[config.mk]
export PLATFORM = sky130hd
export DESIGN_NAME = match_fsm
export DESIGN_NICKNAME = d
export VERILOG_FILES = /design/src/rtl/pong_pkg.sv /design/src/rtl/ms_hold_timer.sv /design/src/rtl/match_fsm.sv
export SDC_FILE = /design/constraint.sdc
export NUM_CORES = 1
export LEC_CHECK = 0
export CELL_PAD_IN_SITES_DETAIL_PLACEMENT = 0
export CELL_PAD_IN_SITES_GLOBAL_PLACEMENT = 1
export CORE_ASPECT_RATIO = 0.75
export CORE_MARGIN = 10
export CORE_UTILIZATION = 52
export DETAILED_ROUTE_END_ITERATION = 16
export DONT_BUFFER_PORTS = 1
export PLACE_DENSITY = 0.91
export SYNTH_ARGS = -nofsm -noshare
export SYNTH_HDL_FRONTEND = slang
export SYNTH_SLANG_ARGS = --single-unit
[constraint.sdc]
create_clock -name clk -period 7 [get_ports clk]
set_clock_uncertainty 0.1 [all_clocks]
set_input_delay 1.75 -clock clk [delete_from_list [all_inputs] [get_ports clk]]
set_output_delay 1.75 -clock clk [all_outputs]
set_load 0.1 [all_outputs]
[src/rtl/pong_pkg.sv]
// Shared definitions for the ping-pong game blocks: play-state codes and
// player encodings used by the match controller and its consumers.
package pong_pkg;

    // Top-level play state; the numeric codes are visible on game_state.
    typedef enum logic [2:0] {
        IDLE      = 3'd0,
        SERVE     = 3'd1,
        RALLY     = 3'd2,
        POINT     = 3'd3,
        GAME_END  = 3'd4,
        MATCH_END = 3'd5
    } game_state_t;

    // Player encoding shared by server and last_winner.
    localparam logic PLAYER_P1 = 1'b0;
    localparam logic PLAYER_P2 = 1'b1;

    // Opponent of the given player.
    function automatic logic other_player(input logic player);
        return ~player;
    endfunction

endpackage

[src/rtl/ms_hold_timer.sv]
// Loadable millisecond down-counter. A load arms the timer with HOLD_MS;
// each tick_1ms pulse afterwards counts down, and done pulses in the cycle
// that carries the final tick. A tick in the load cycle is not counted.
module ms_hold_timer #(
    parameter int unsigned HOLD_MS = 500
) (
    input  logic clk,
    input  logic reset,
    input  logic load,
    input  logic tick_1ms,
    output logic done
);

    localparam int CNT_W = (HOLD_MS < 2) ? 1 : $clog2(HOLD_MS + 1);
    localparam logic [CNT_W-1:0] LOAD_VAL = CNT_W'(HOLD_MS);
    localparam logic [CNT_W-1:0] LAST_VAL = CNT_W'(1);

    logic [CNT_W-1:0] count_reg;
    logic             active_reg;

    // Final tick of an armed hold; combinational so the owner can react
    // on the same edge that consumes the last tick.
    assign done = active_reg && tick_1ms && (count_reg == LAST_VAL);

    // Count register: load wins over counting, disarm after the last tick.
    always_ff @(posedge clk) begin
        if (reset) begin
            count_reg  <= '0;
            active_reg <= 1'b0;
        end else if (load) begin
            count_reg  <= LOAD_VAL;
            active_reg <= 1'b1;
        end else if (active_reg && tick_1ms) begin
            count_reg <= count_reg - LAST_VAL;
            if (count_reg == LAST_VAL) begin
                active_reg <= 1'b0;
            end
        end
    end

endmodule

[src/rtl/match_fsm.sv]
// Match controller for the ping-pong game: point scores with win-by-margin
// and deuce collapse, multi-game match tracking, serve rotation and timed
// pauses after each point and game. All outputs come straight from flops.
module match_fsm
    import pong_pkg::*;
#(
    parameter int unsigned SCORE_W      = 4,
    parameter int unsigned WIN_POINTS   = 5,
    parameter int unsigned WIN_BY       = 2,
    parameter int unsigned GAMES_TO_WIN = 2,
    parameter int unsigned SERVE_SWAP   = 2,
    parameter int unsigned HOLD_MS      = 500,
    localparam int GAMES_W = (GAMES_TO_WIN < 2) ? 1 : $clog2(GAMES_TO_WIN + 1)
) (
    input  logic               clk,
    input  logic               reset,
    input  logic               tick_1ms,
    input  logic               start,
    input  logic               serve_hit,
    input  logic               p1_goal,
    input  logic               p2_goal,
    output logic [2:0]         game_state,
    output logic [SCORE_W-1:0] p1_score,
    output logic [SCORE_W-1:0] p2_score,
    output logic [GAMES_W-1:0] p1_games,
    output logic [GAMES_W-1:0] p2_games,
    output logic               server,
    output logic               last_winner,
    output logic               ball_enable
);

    localparam logic [SCORE_W-1:0] DEUCE_PTS = SCORE_W'(WIN_POINTS - 1);
    localparam logic [SCORE_W-1:0] WIN_PTS   = SCORE_W'(WIN_POINTS);
    localparam logic [SCORE_W-1:0] LEAD_PTS  = SCORE_W'(WIN_BY);
    localparam logic [GAMES_W-1:0] MATCH_GAMES = GAMES_W'(GAMES_TO_WIN);
    localparam logic [GAMES_W-1:0] ONE_GAME    = GAMES_W'(1);

    // ------------------------------------------------------------------
    // State and per-player registers (index = player code)
    // ------------------------------------------------------------------
    game_state_t        state_reg;
    logic [SCORE_W-1:0] score_reg [2];
    logic [GAMES_W-1:0] games_reg [2];
    logic               server_reg;
    logic               last_winner_reg;
    logic               ball_enable_reg;
    logic               game_won_reg;
    logic               start_prev_reg;

    // ------------------------------------------------------------------
    // Scoring datapath, evaluated on the goal pulses of this cycle
    // ------------------------------------------------------------------
    logic [1:0]         goal_vec;
    logic [1:0]         point_won;
    logic [SCORE_W-1:0] score_inc [2];
    logic [SCORE_W-1:0] score_new [2];
    logic [1:0]         at_deuce_floor;
    logic [1:0]         game_won_vec;
    logic               single_goal;
    logic               both_goals;
    logic               deuce_tie;
    logic               in_deuce;
    logic               game_won;
    logic [SCORE_W:0]   score_total;
    logic               swap_due;

    assign goal_vec    = {p2_goal, p1_goal};
    assign single_goal = ^goal_vec;
    assign both_goals  = &goal_vec;

    // Equal scores at or beyond the deuce floor fold back to the floor so
    // an extended deuce can never overflow the counters.
    assign deuce_tie = (score_inc[0] == score_inc[1]) && at_deuce_floor[0];

    for (genvar gi = 0; gi < 2; gi++) begin : g_player
        assign point_won[gi]      = goal_vec[gi] & ~goal_vec[1-gi];
        assign score_inc[gi]      = score_reg[gi] + SCORE_W'(point_won[gi]);
        assign at_deuce_floor[gi] = (score_inc[gi] >= DEUCE_PTS);
        assign score_new[gi]      = deuce_tie ? DEUCE_PTS : score_inc[gi];
        assign game_won_vec[gi]   = point_won[gi]
                                 && (score_new[gi] >= WIN_PTS)
                                 && (score_new[gi] > score_new[1-gi])
                                 && ((score_new[gi] - score_new[1-gi]) >= LEAD_PTS);
    end

    assign game_won    = |game_won_vec;
    assign in_deuce    = (score_new[0] >= DEUCE_PTS) && (score_new[1] >= DEUCE_PTS);
    assign score_total = {1'b0, score_new[0]} + {1'b0, score_new[1]};
    // Deuce hands over every point; otherwise every SERVE_SWAP points.
    assign swap_due    = in_deuce || ((32'(score_total) % SERVE_SWAP) == 32'd0);

    // ------------------------------------------------------------------
    // Shared hold timer: armed on entry to POINT and to GAME_END
    // ------------------------------------------------------------------
    logic hold_load;
    logic hold_done;
    logic point_to_game_end;

    assign point_to_game_end = (state_reg == POINT) && hold_done && game_won_reg;
    assign hold_load = ((state_reg == RALLY) && single_goal) || point_to_game_end;

    ms_hold_timer #(
        .HOLD_MS (HOLD_MS)
    ) u_hold_timer (
        .clk      (clk),
        .reset    (reset),
        .load     (hold_load),
        .tick_1ms (tick_1ms),
        .done     (hold_done)
    );

    // ------------------------------------------------------------------
    // Play-state machine with registered outputs
    // ------------------------------------------------------------------
    // Single sequential process owning state, scores, games and outputs.
    always_ff @(posedge clk) begin
        if (reset) begin
            state_reg       <= IDLE;
            for (int i = 0; i < 2; i++) begin
                score_reg[i] <= '0;
                games_reg[i] <= '0;
            end
            server_reg      <= PLAYER_P1;
            last_winner_reg <= PLAYER_P1;
            ball_enable_reg <= 1'b0;
            game_won_reg    <= 1'b0;
            start_prev_reg  <= 1'b0;
        end else begin
            start_prev_reg <= start;
            case (state_reg)
                IDLE: begin
                    for (int i = 0; i < 2; i++) begin
                        score_reg[i] <= '0;
                        games_reg[i] <= '0;
                    end
                    server_reg <= PLAYER_P1;
                    if (start) begin
                        state_reg <= SERVE;
                    end
                end

                SERVE: begin
                    // Goals are ignored until the ball is in play.
                    if (serve_hit) begin
                        state_reg       <= RALLY;
                        ball_enable_reg <= 1'b1;
                    end
                end

                RALLY: begin
                    if (both_goals) begin
                        // Simultaneous goals: replay the point, same server.
                        state_reg       <= SERVE;
                        ball_enable_reg <= 1'b0;
                    end else if (single_goal) begin
                        for (int i = 0; i < 2; i++) begin
                            score_reg[i] <= score_new[i];
                        end
                        last_winner_reg <= goal_vec[1];
                        game_won_reg    <= game_won;
                        if (!game_won && swap_due) begin
                            server_reg <= ~server_reg;
                        end
                        state_reg       <= POINT;
                        ball_enable_reg <= 1'b0;
                    end
                end

                POINT: begin
                    if (hold_done) begin
                        if (game_won_reg) begin
                            games_reg[last_winner_reg] <= games_reg[last_winner_reg] + ONE_GAME;
                            state_reg <= GAME_END;
                        end else begin
                            state_reg <= SERVE;
                        end
                    end
                end

                GAME_END: begin
                    if (games_reg[last_winner_reg] == MATCH_GAMES) begin
                        state_reg <= MATCH_END;
                    end else if (hold_done) begin
                        for (int i = 0; i < 2; i++) begin
                            score_reg[i] <= '0;
                        end
                        // The loser of the game serves first in the next one.
                        server_reg <= other_player(last_winner_reg);
                        state_reg  <= SERVE;
                    end
                end

                MATCH_END: begin
                    // Only a fresh rising edge of start begins a new match.
                    if (start && !start_prev_reg) begin
                        for (int i = 0; i < 2; i++) begin
                            score_reg[i] <= '0;
                            games_reg[i] <= '0;
                        end
                        server_reg      <= PLAYER_P1;
                        last_winner_reg <= PLAYER_P1;
                        game_won_reg    <= 1'b0;
                        state_reg       <= SERVE;
                    end
                end

                default: begin
                    state_reg       <= IDLE;
                    ball_enable_reg <= 1'b0;
                end
            endcase
        end
    end

    assign game_state  = state_reg;
    assign p1_score    = score_reg[PLAYER_P1];
    assign p2_score    = score_reg[PLAYER_P2];
    assign p1_games    = games_reg[PLAYER_P1];
    assign p2_games    = games_reg[PLAYER_P2];
    assign server      = server_reg;
    assign last_winner = last_winner_reg;
    assign ball_enable = ball_enable_reg;

endmodule

Word-level counts from Yosys, hierarchy flattened
Memories as Yosys holds them, arrays and structs flattened. A register that Yosys moved wholly into a read port is not among the register bits.
Index checks and enable logic that the tools add are counted.
{ "word_totals": {"mem_count": 2, "out_inout_bits": 18, "mem_bits_rw": 12, "in_bits": 7, "wordCells": 176, "register_bits": 18} }
{ "mem_list": {"columns": ["memory", "words", "width", "read_ports", "rd_ports_with_merged_regs", "wr", "line_no", "rtl"], "rows": [
  ["score_reg", 2, 4, 2, 0, 2, "match_fsm.sv:42", "logic [SCORE_W-1:0] score_reg [2];"],
  ["games_reg", 2, 2, 3, 1, 2, "match_fsm.sv:43", "logic [GAMES_W-1:0] games_reg [2];"]
]} }
{ "classes": {"bitwise_logic": 19, "reduce_logical": 36, "n_eq_ne": 19, "n_lt_le_gt_ge": 9, "add_sub_neg": 7, "n_mux": 75} }
{ "op_table": {"columns": ["op", "n"], "rows": [
  ["1-bit two-way mux", 44],
  ["4-bit two-way mux", 10],
  ["32-bit zero test", 1],
  ["3-bit two-way mux", 9],
  ["4-bit by 3-bit greater-or-equal comparator with 1-bit output (second input constant)", 5],
  ["9-bit two-way mux", 2],
  ["3-bit one-hot mux with 6 select lines", 1],
  ["2-bit inequality test (second input constant)", 8],
  ["1-bit logical AND", 15],
  ["1-bit OR", 12],
  ["2-bit two-way mux", 5],
  ["9-bit by 1-bit == test with 1-bit output (second input constant)", 1],
  ["9-bit by 1-bit subtractor with 9-bit output (second input constant)", 1],
  ["4-bit by 1-bit adder with 4-bit output", 2],
  ["4-bit by 2-bit greater-or-equal comparator with 1-bit output (second input constant)", 2],
  ["4-bit > comparator", 2],
  ["4-bit subtractor", 2],
  ["7-bit AND reduction", 1],
  ["3-bit by 2-bit == test with 1-bit output (second input constant)", 2],
  ["3-bit == test (second input constant)", 2],
  ["3-bit inequality test (second input constant)", 2],
  ["6-bit AND reduction", 1],
  ["2-bit nonzero test", 3],
  ["2-bit OR reduction", 3],
  ["other kinds (20)", 29]
]} }

Longest topological paths before layout
Gate-level depths: netlist (run 1).
{ "logic_depth": {"word_depth": 17, "mapped_depth": 18, "depth_no_buf": 18} }

Modules after synthesis
A second synthesis (run 1) with hierarchy kept.
{ "unflattened": {"cells_unflattened": 248, "hier_area_um2": 2197.1} }
{ "by_module_without_submodules": {"columns": ["mod", "n_inst", "seq_area_each_um2", "cells_each", "area_each_um2"], "rows": [
  ["match_fsm", 1, 540.5, 196, 1692.9],
  ["ms_hold_timer", 1, 200.2, 52, 504.2]
]} }

Worst setup path before layout (run 1)
Ideal clock, no wire load.
{ "synth_timing": {"kind": "input port to flip-flop", "start": "in p2_goal", "end": "reg server_reg (netlist: server)", "setup_time_ns": 0.116, "path_buffers": 0, "path_stages": 16, "arrival_time_ns": 5.127, "t_required_ns": 6.784, "slack_ns": 1.658, "cell_sequence": "inv_1 ha_1 ha_1 ha_1 xor2_2 xnor2_1 nor2_1 a31oi_2 nand2_1 fa_1 maj3_1 a21oi_2 nor4_4 a41oi_1 a211oi_1 a31o_1"} }
{ "synth_between": {"elab_chain_len": 15, "elab_cells_between_ends": 39, "classes_between": "add/sub (5); order compare (9); eq/ne (4); mux (2); bitwise (3); reduce/logical (16)"} }
{ "synth_rtl": {"columns": ["element", "line_no", "rtl"], "rows": [
  ["start, declared", "match_fsm.sv:21", "input logic p2_goal,"],
  ["branches (longest 14 deep; another with 4-bit by 1-bit adder with 4-bit output)", null, null],
  ["7-bit AND reduction (no line) *", null, null],
  ["end signal, assigned", "match_fsm.sv:162", "server_reg <= ~server_reg;"],
  ["end signal, assigned", "match_fsm.sv:188", "server_reg <= other_player(last_winner_reg);"],
  ["end, declared", "match_fsm.sv:44", "logic server_reg;"]
]} }
Every way passes the cells marked *.
A chain may end at the register's enable or synchronous reset.

Worst setup path after layout (run 1)
{ "layout_timing": {"start": "in p1_goal", "end": "reg server_reg (netlist: server)"} }
{ "layout_between": {"elab_chain_len": 15, "elab_cells_between_ends": 39, "classes_between": "add/sub (5); order compare (9); eq/ne (4); mux (2); bitwise (3); reduce/logical (16)"} }
{ "layout_rtl": {"columns": ["element", "line_no", "rtl"], "rows": [
  ["start, declared", "match_fsm.sv:20", "input logic p1_goal,"],
  ["branches (longest 14 deep; another with 4-bit by 1-bit adder with 4-bit output)", null, null],
  ["7-bit AND reduction (no line) *", null, null]
]} }
Marks and branches as above.

==> results of run 1 <==
## critical path: cells and delay by family
family | cells | cell delay (ns)
buffers and inverters | 2 | 0.25
AOI/OAI and AO/OA | 5 | 1.22
xor gates and xnor gates | 2 | 0.52
adders and majority gates | 5 | 1.63
and+or+nand+nor | 3 | 0.43
## stage by stage
step / utilization (%) / std cells / worst slack [ns] / instance area [um^2] / hold slack (ns)
6_report: 58.53 / 312 / 1.283 / 2387 / 0.3828
5_1_grt: 58.53 / 312 / 0.9792 / 2387 / 0.4266
4_1_cts: 58.53 / 312 / 1.351 / 2387 / 0.3816
3_5_place_dp: 55.64 / 304 / 1.075 / 2270 / 0.3672
3_3_place_gp: 55.64 / 304 / 1.110 / 2270 / 0.3681
2_1_floorplan: - / 253 / 1.658 / 2215 / 0.3504
## synthesized netlist by cell type, types with 3 or more instances
library cell / n / area (um^2)
ha_1: 17 / 212.7
nor2b_1: 6 / 37.54
inv_1: 17 / 63.81
clkbuf_1: 4 / 15.01
nand2_1: 19 / 71.32
o21ai_0: 4 / 20.02
o21a_1: 3 / 22.52
nand2b_1: 4 / 25.02
a211oi_1: 3 / 22.52
edfxtp_1: 12 / 360.4
nand3b_1: 3 / 22.52
dfxtp_1: 19 / 380.4
o31ai_1: 3 / 22.52
xor2_1: 5 / 43.79
a21oi_1: 20 / 100.1
nor2_1: 26 / 97.59
nor4_1: 4 / 25.02
xnor2_1: 11 / 96.34
nor3_1: 13 / 65.06
buf_2: 3 / 15.01
nand3_1: 12 / 60.06
## cells in the final DEF (no fill, tap or decap), drive strengths merged, types with 3 or more instances in the layout
cell	count
nor3	13
o21ai	4
xor2	6
nor2b	6
dfxtp	19
nand3b	3
inv	17
a211oi	3
a31oi	3
a21oi	22
nand2b	4
xnor2	12
nand3	12
nand2	19
nor4	5
clkbuf	6
nor2	26
o31ai	3
buf	4
edfxtp	12
ha	17
o21a	3
## layout make-up
class / count / area [um^2] / share of cell area, %
clock buffer: 6 / 82.58 / 3.459
tap: 55 / 68.82 / 2.883
inverter: 17 / 63.81 / 2.673
multi-input combinational: 197 / 1366 / 57.23
sequential: 31 / 740.7 / 31.03
timing repair buffer: 4 / 30.03 / 1.258
clock inverter: 2 / 35.03 / 1.468
## metal layers
| layer | share of wire (%) | GRT usage (%) |
|---|---|---|
| met1 | 49 | 21.69 |
| met2 | 40 | 19.18 |
| met3 | 11 | 4.921 |
| met4 | 0.49 | 2.985 |
| met5 | 0 | 0 |
## worst max path at each step
stage	from	end	slack, ns	cells past startpoint
finish	p1_goal	server$_SDFFE_PP0P_	1.28	17
detailed placement	p1_goal	server$_SDFFE_PP0P_	1.08	17
global placement	p1_goal	server$_SDFFE_PP0P_	1.11	17
CTS	p1_goal	server$_SDFFE_PP0P_	1.35	17
global route	p1_goal	server$_SDFFE_PP0P_	0.98	18
floorplan	p2_goal	server$_SDFFE_PP0P_	1.66	16
## cells by family after synthesis
logic type               share of synthesized area (%)
AND/OR/NAND/NOR                                  23.22
buffers and inverters                            4.858
AO/OA/AOI/OAI                                    16.44
flip-flops                                       33.45
XOR/XNOR                                         7.797
adder cells (fa/ha/maj)                          12.32
multiplexers                                     1.921
==> results.toml, run 1 <==
[timing]
period_share_pct = 81.68
fmax_mhz = 174.9
relSlewSlack_pct = 27.56
hold_viol = 0
setup_viol = 0
fin_setup_tns_ns = 0
max_slew.worst_pin.slew_ns = 1.087
slew_violations = 0
timing.final.crit_period_ns = 5.717
rsz0062_at_grt = "false"

[worst_hold_path]
hold_path.class = "flip-flop to flip-flop"
worstHoldPathCells = 2
min_to = "game_won_reg$_SDFFE_PP0P_"
min_from = "game_won_reg$_SDFFE_PP0P_"

[route]
wirelength_mm = 5.078
antenna_left = 0
drc_errors = 0
wl_per_cell_um = 16.28
firstDrtPassIters = 4
first_iter_violations = 140
vias_per_cell = 5.779
num_vias = 1803

[cells_and_area]
nets = 282
n_antenna_cell = 0
drive_gt1_share_pct = 9.339
fill_cells = 355
largest_reg_flops = 9
area_growth_pct = 7.797

[synth]
synth_area_per_cell_um2 = 8.753
synth_edf_count = 12
yosysUniqueCellTypes = 52
synth_area_um2 = 2215
synth_ff_type = "dfxtp_1"
ys_warn_count = 0
ys_seq_area_share_pct = 33.45
synth-seq-cells = 31
synthesis.nets = 279
synthArstFlopShare_pct = 0
syn_inst = 253

[critical_path]
rr_worst_depth = 15
required_ns = 7.08
crit_top_cell = "ha_1"
critPathMaxStageDelay_ns = 0.55
slowest_stage = "fa_1"
reg2reg_slack_ns = 2.01
path_cells = "inv_1, ha_1, ha_1, ha_1, xnor2_1, buf_4, xnor2_1, nor2_1, a31oi_2, nand2_1, fa_1, maj3_1, a21oi_2, nor4_4, a41oi_1, a211oi_1, a31o_1"
worstReg2RegStart = "score_reg[0][4]$_SDFFCE_PP0P_"
start_kind = "input port"
cp_max_fo = 12
worst_ep_arrival_time_ns = 5.79
crit_path_end_kind = "flip-flop"
crit_type = "input port to flip-flop"
r2r-end = "server$_SDFFE_PP0P_"

[clock_tree]
cts_sinks = 31
cts_root_buffer = "clkbuf_8"
cts_hold_buffers = 0
clock_latency_ns = 0.28
cts_max_level = 2
postCtsSetupRepairBufs = 0
cts_buffers = 5
clock_path_buffers = 2
cts_resized = 0
cts_tree = "yes"
path_clk_slew_ns = 0.07

[global_route]
antenna_found_initial = 0
grt_pass1_wl_mm = 8.666
track_usage_pct = 14.52
gr-total-overflow = 0
grt_max_degree = 25
grt_pass1_vias = 1728

[floorplanning]
std_cell_rows = 20
pin_count = 25
fp.dieW_um = 95.36
die_height_um = 76.52
initial_core_util_pct = 54.29
design.die.area_um2 = 7296
core-area_um2 = 4079

[outcome]
outcome = "complete, no violations"

[placed_design]
numPortBuffers = 0
place_congestion = 0.9835
dp_hpwl_mm = 3.936

[job]
maxCapViolCount = 0
Power of run 1 is left out: the tool's default activity adds up to more than one toggle a clock period on the data nets, which glitch-free logic cannot reach.
==> run 2: changes to the inputs <==
--- a/config.mk
+++ b/config.mk
@@ -9,10 +9,10 @@
 export CELL_PAD_IN_SITES_GLOBAL_PLACEMENT = 1
 export CORE_ASPECT_RATIO = 0.75
 export CORE_MARGIN = 10
-export CORE_UTILIZATION = 52
+export CORE_UTILIZATION = 48
 export DETAILED_ROUTE_END_ITERATION = 16
 export DONT_BUFFER_PORTS = 1
-export PLACE_DENSITY = 0.91
+export PLACE_DENSITY = 0.85
 export SYNTH_ARGS = -nofsm -noshare
 export SYNTH_HDL_FRONTEND = slang
 export SYNTH_SLANG_ARGS = --single-unit
==> constraint.sdc (replaced) <==
create_clock -name clk -period 5.8 [get_ports clk]
set_clock_uncertainty 0.1 [all_clocks]
set_input_delay 1.45 -clock clk [delete_from_list [all_inputs] [get_ports clk]]
set_output_delay 1.45 -clock clk [all_outputs]
set_load 0.1 [all_outputs]
==> run 2 against run 1 <==
Net effect:
- hold slack worse by 0.0036 ns
- setup slack worse by 0.62 ns
- cell area up 0.79%
- sequential share of layout area down 0.24 points
- critical path depth unchanged
- global-route usage down 0.58 points
- flip-flop and latch count unchanged
- critical endpoint unchanged
==> results.toml, run 2 (synthesis gave the netlist of run 1 again) <==
[outcome]
outcome = "complete, no violations"

[placed_design]
place_congestion = 0.8800
numPortBuffers = 0
dp_hpwl_mm = 4.156

[critical_path]
rr_worst_depth = 14
crit_path_end_kind = "flip-flop"
required_ns = 5.89
r2r-end = "server$_SDFFE_PP0P_"
crit_type = "input port to flip-flop"
start_kind = "input port"
cp_max_fo = 8
worst_ep_arrival_time_ns = 5.22
worstReg2RegStart = "score_reg[0][6]$_SDFFCE_PP0P_"
reg2reg_slack_ns = 1.26

[cells_and_area]
final_common_cell = "nor2_1"
drive_gt1_share_pct = 10.98
nets = 289
largest_reg_flops = 9
fill_cells = 436
area_growth_pct = 8.644
regArea_um2 = 740.7
layout_common_cells = "nor2_1, a21oi_1, nand2_1, dfxtp_1"
n_antenna_cell = 0
multi_input_area_um2 = 1366

[timing]
max_slew.worst_pin.slew_ns = 1.052
fin_setup_tns_ns = 0
rsz0062_at_grt = "false"
fmax_mhz = 194.8
relSlewSlack_pct = 29.76
slew_violations = 0
timing.final.crit_period_ns = 5.134
setup_viol = 0
hold_viol = 0
period_share_pct = 88.52

[clock_tree]
cts_max_level = 2
cts_sinks = 31
cts_tree = "yes"
cts_resized = 0
cts_buffers = 5
clock_latency_ns = 0.29
cts_hold_buffers = 0
cts_root_buffer = "clkbuf_8"
clock_path_buffers = 2
path_clk_slew_ns = 0.08
postCtsSetupRepairBufs = 0

[worst_hold_path]
worstHoldPathCells = 2
min_from = "u_hold_timer.active_reg$_SDFFE_PP0P_"
hold_path.class = "flip-flop to flip-flop"
min_to = "u_hold_timer.active_reg$_SDFFE_PP0P_"

[floorplanning]
initial_core_util_pct = 49.58
die_height_um = 78.83
std_cell_rows = 21
design.die.area_um2 = 7759
fp.dieW_um = 98.43
core-area_um2 = 4467
pin_count = 25

[route]
wirelength_mm = 5.378
drc_errors = 0
firstDrtPassIters = 5
vias_per_cell = 5.754
first_iter_violations = 165
num_vias = 1847
wl_per_cell_um = 16.75
antenna_left = 0

[global_route]
gr-total-overflow = 0
antenna_found_initial = 0
grt_max_degree = 25
grt_pass1_wl_mm = 8.970
grt_pass1_vias = 1742
track_usage_pct = 13.94

[job]
maxCapViolCount = 0
## run 2: worst max-delay path: stages
cell and delay, ns:
inv_1 0.04, ha_1 0.22, ha_1 0.22, ha_1 0.24, xor2_2 0.17, xnor2_1 0.43
nor2_1 0.10, a31oi_2 0.38, nand2_1 0.23, inv_1 0.15, fa_1 0.48, nor3b_1 0.22
mux2i_1 0.11, o211a_1 0.23, a41oi_1 0.26, a211oi_1 0.11, a31o_1 0.19
## run 2: worst max-delay path by stage
stage	end	from	slack (ns)
final	server$_SDFFE_PP0P_	p2_goal	0.67
after detailed placement	server$_SDFFE_PP0P_	p2_goal	0.42
after global routing	server$_SDFFE_PP0P_	p2_goal	0.35
after global placement	server$_SDFFE_PP0P_	p2_goal	0.50
after CTS	server$_SDFFE_PP0P_	p2_goal	0.71
after floorplan	server$_SDFFE_PP0P_	p2_goal	0.76
## run 2: per-layer routing
layer	global-route usage, %	part of all wire [%]	vias up
met1	20.79	50	842
met3	5.363	11	7
li1	-	-	922
met2	17.97	38	76
met4	3.000	0.76	0
met5	0	0	-
## run 2: final cells by class
type | instances | share of cell area [%]
clock inverter | 2 | 0.3640
tap | 57 | 2.964
multi-input combinational | 197 | 56.79
sequential | 31 | 30.79
timing repair buffer | 11 | 3.432
clock buffer | 6 | 3.016
inverter | 17 | 2.652
## run 2: through the flow
step | area [um^2] | util, % | std cells | hold WS (ns) | setup slack (ns)
3_5_place_dp | 2325 | 52.04 | 313 | 0.3671 | 0.4193
3_3_place_gp | 2325 | 52.04 | 313 | 0.3641 | 0.5010
4_1_cts | 2406 | 53.87 | 321 | 0.3795 | 0.7110
2_1_floorplan | 2215 | - | 253 | 0.3504 | 0.7576
6_report | 2406 | 53.87 | 321 | 0.3792 | 0.6659
5_1_grt | 2406 | 53.87 | 321 | 0.4002 | 0.3527
Power of run 2 is left out for the same reason.
==> run 3: changes to the inputs <==
==> config.mk (replaced) <==
export PLATFORM = sky130hd
export DESIGN_NAME = match_fsm
export DESIGN_NICKNAME = d
export VERILOG_FILES = /design/src/rtl/pong_pkg.sv /design/src/rtl/ms_hold_timer.sv /design/src/rtl/match_fsm.sv
export SDC_FILE = /design/constraint.sdc
export NUM_CORES = 1
export LEC_CHECK = 0
export CORE_ASPECT_RATIO = 0.75
export CORE_MARGIN = 10
export CORE_UTILIZATION = 40
export DETAILED_ROUTE_END_ITERATION = 16
export DONT_BUFFER_PORTS = 1
export PLACE_DENSITY = 0.6
export SYNTH_ARGS = -nofsm -noshare
export SYNTH_HDL_FRONTEND = slang
export SYNTH_SLANG_ARGS = --single-unit
==> run 3 against run 2 <==
Net effect:
- routed wire length barely moved
- setup slack got worse by 0.0025 ns
- cell area rose by 2.8%
- first-iteration DRC count rose by 9.1%
- sequential share of layout area fell by 0.83 points
- register-to-register slack improved by 0.18 ns
- maximum frequency barely moved
- hold slack improved by 0.0067 ns
- via count rose by 0.81%
- global-route usage fell by 1.7 points
- critical endpoint is now game_won_reg$_SDFFE_PP0P_
==> results.toml, run 3 (synthesis gave the netlist of run 1 again) <==
[placed_design]
place_congestion = 0.9014
dp_hpwl_mm = 4.190
placed_cell_area_um2 = 2355
dp.cells = 332
numPortBuffers = 0

[timing]
timing.final.crit_period_ns = 5.137
setup_viol = 0
period_share_pct = 88.56
fin_setup_tns_ns = 0
rsz0062_at_grt = "false"
fmax_mhz = 194.7
slew_violations = 0
relSlewSlack_pct = 30.04
max_slew.worst_pin.slew_ns = 1.048
hold_viol = 0

[clock_tree]
clock_path_buffers = 2
clock_latency_ns = 0.29
cts_max_level = 2
cts_tree = "yes"
cts_resized = 0
path_clk_slew_ns = 0.07
postCtsSetupRepairBufs = 0
cts_root_buffer = "clkbuf_8"
cts_buffers = 5
cts_sinks = 31
cts_hold_buffers = 0

[critical_path]
crit_path_end_kind = "flip-flop"
worst_ep_arrival_time_ns = 5.27
critPathMaxStageDelay_ns = 0.65
crit_top_cell = "ha_1"
required_ns = 5.93
crit_type = "input port to flip-flop"
cp_max_fo = 8
slowest_stage = "fa_1"
path_cells = "inv_1, ha_1, ha_1, ha_1, xnor2_1, xnor2_1, nor2_1, a31oi_2, nand2_1, fa_1, nor2_1, and4_2, a21oi_1, o211a_1, nand3_1, a211o_1, a21oi_2"
start_kind = "input port"

[cells_and_area]
area_growth_pct = 11.64
largest_reg_flops = 9
layout_common_cells = "nor2_1, a21oi_1, nand2_1, dfxtp_1"
nets = 290
n_antenna_cell = 0
drive_gt1_share_pct = 12.08
fill_cells = 558
instances_no_fill = 340
final_common_cell = "nor2_1"
postLayoutCellArea_um2 = 2472

[floorplanning]
design.die.area_um2 = 8944
pin_count = 25
std_cell_rows = 23
core-area_um2 = 5353
fp.dieW_um = 105.9
die_height_um = 84.44
initial_core_util_pct = 41.37

[route]
first_iter_violations = 180
routed.top_layer = "met4"
m1WireLength_mm = 2.705
antenna_left = 0
drc_errors = 0
wl_per_cell_um = 15.81
dr_wl_met3_um = 676
firstDrtPassIters = 4
vias_per_cell = 5.476
met2_length_mm = 1.941
wirelength_mm = 5.375
num_vias = 1862

[global_route]
track_usage_pct = 12.28
gr-total-overflow = 0
antenna_found_initial = 0
grt_pass1_vias = 1746
grt_max_degree = 25
grt_pass1_wl_mm = 9.045

[outcome]
outcome = "complete, no violations"

[job]
maxCapViolCount = 0

[worst_hold_path]
hold_path.class = "flip-flop to flip-flop"
[run 3: changes by cell type in the layout (fill, tap and decap cells not counted)]
cell,delta
bufinv_16,+1
buf_4,+1
clkbuf_8,+1
clkinv_1,-1
clkbuf_1,-1
[run 3: final cells by class]
class | count | area (um^2) | area share (%)
multi-input cells | 197 | 1366 | 55.26
flip-flops and latches | 31 | 740.7 | 29.96
well taps | 75 | 93.84 | 3.796
repair buffers | 12 | 90.09 | 3.644
clock buffers | 6 | 82.58 | 3.340
inverters | 17 | 63.81 | 2.581
clock inverters | 2 | 35.03 | 1.417
[run 3: layer usage]
metal	GRT usage (%)	up-vias
li1	-	929
met4	4.049	0
met3	4.427	8
met1	18.23	845
met5	0	-
met2	15.53	80
[run 3: worst paths after layout]
path                                         from                              endpoint  slack [ns]  cells past startpoint
min reg2reg  u_hold_timer.active_reg$_SDFFE_PP0P_  u_hold_timer.active_reg$_SDFFE_PP0P_        0.39                      2
max reg2reg         score_reg[0][4]$_SDFFCE_PP0P_             game_won_reg$_SDFFE_PP0P_        1.44                     16
max                                       p1_goal             game_won_reg$_SDFFE_PP0P_        0.66                     17
min          u_hold_timer.active_reg$_SDFFE_PP0P_  u_hold_timer.active_reg$_SDFFE_PP0P_        0.39                      2
[run 3: critical path: cells and delay by family]
kind	cells	cell delay, ns
xor+xnor	2	0.58
fa+ha+maj	4	1.30
compound gates	5	1.20
buf+inv	1	0.04
simple gates	5	0.69
[run 3: through the flow]
step | utilization (%) | setup slack, ns | hold slack (ns)
CTS | 46.19 | 0.7449 | 0.3857
global route | 46.19 | 0.3954 | 0.4074
finish | 46.19 | 0.6634 | 0.3859
floorplan | - | 0.7576 | 0.3504
global placement | 43.99 | 0.5417 | 0.3716
detailed placement | 43.99 | 0.4290 | 0.3721
Power of run 3 is left out for the same reason.
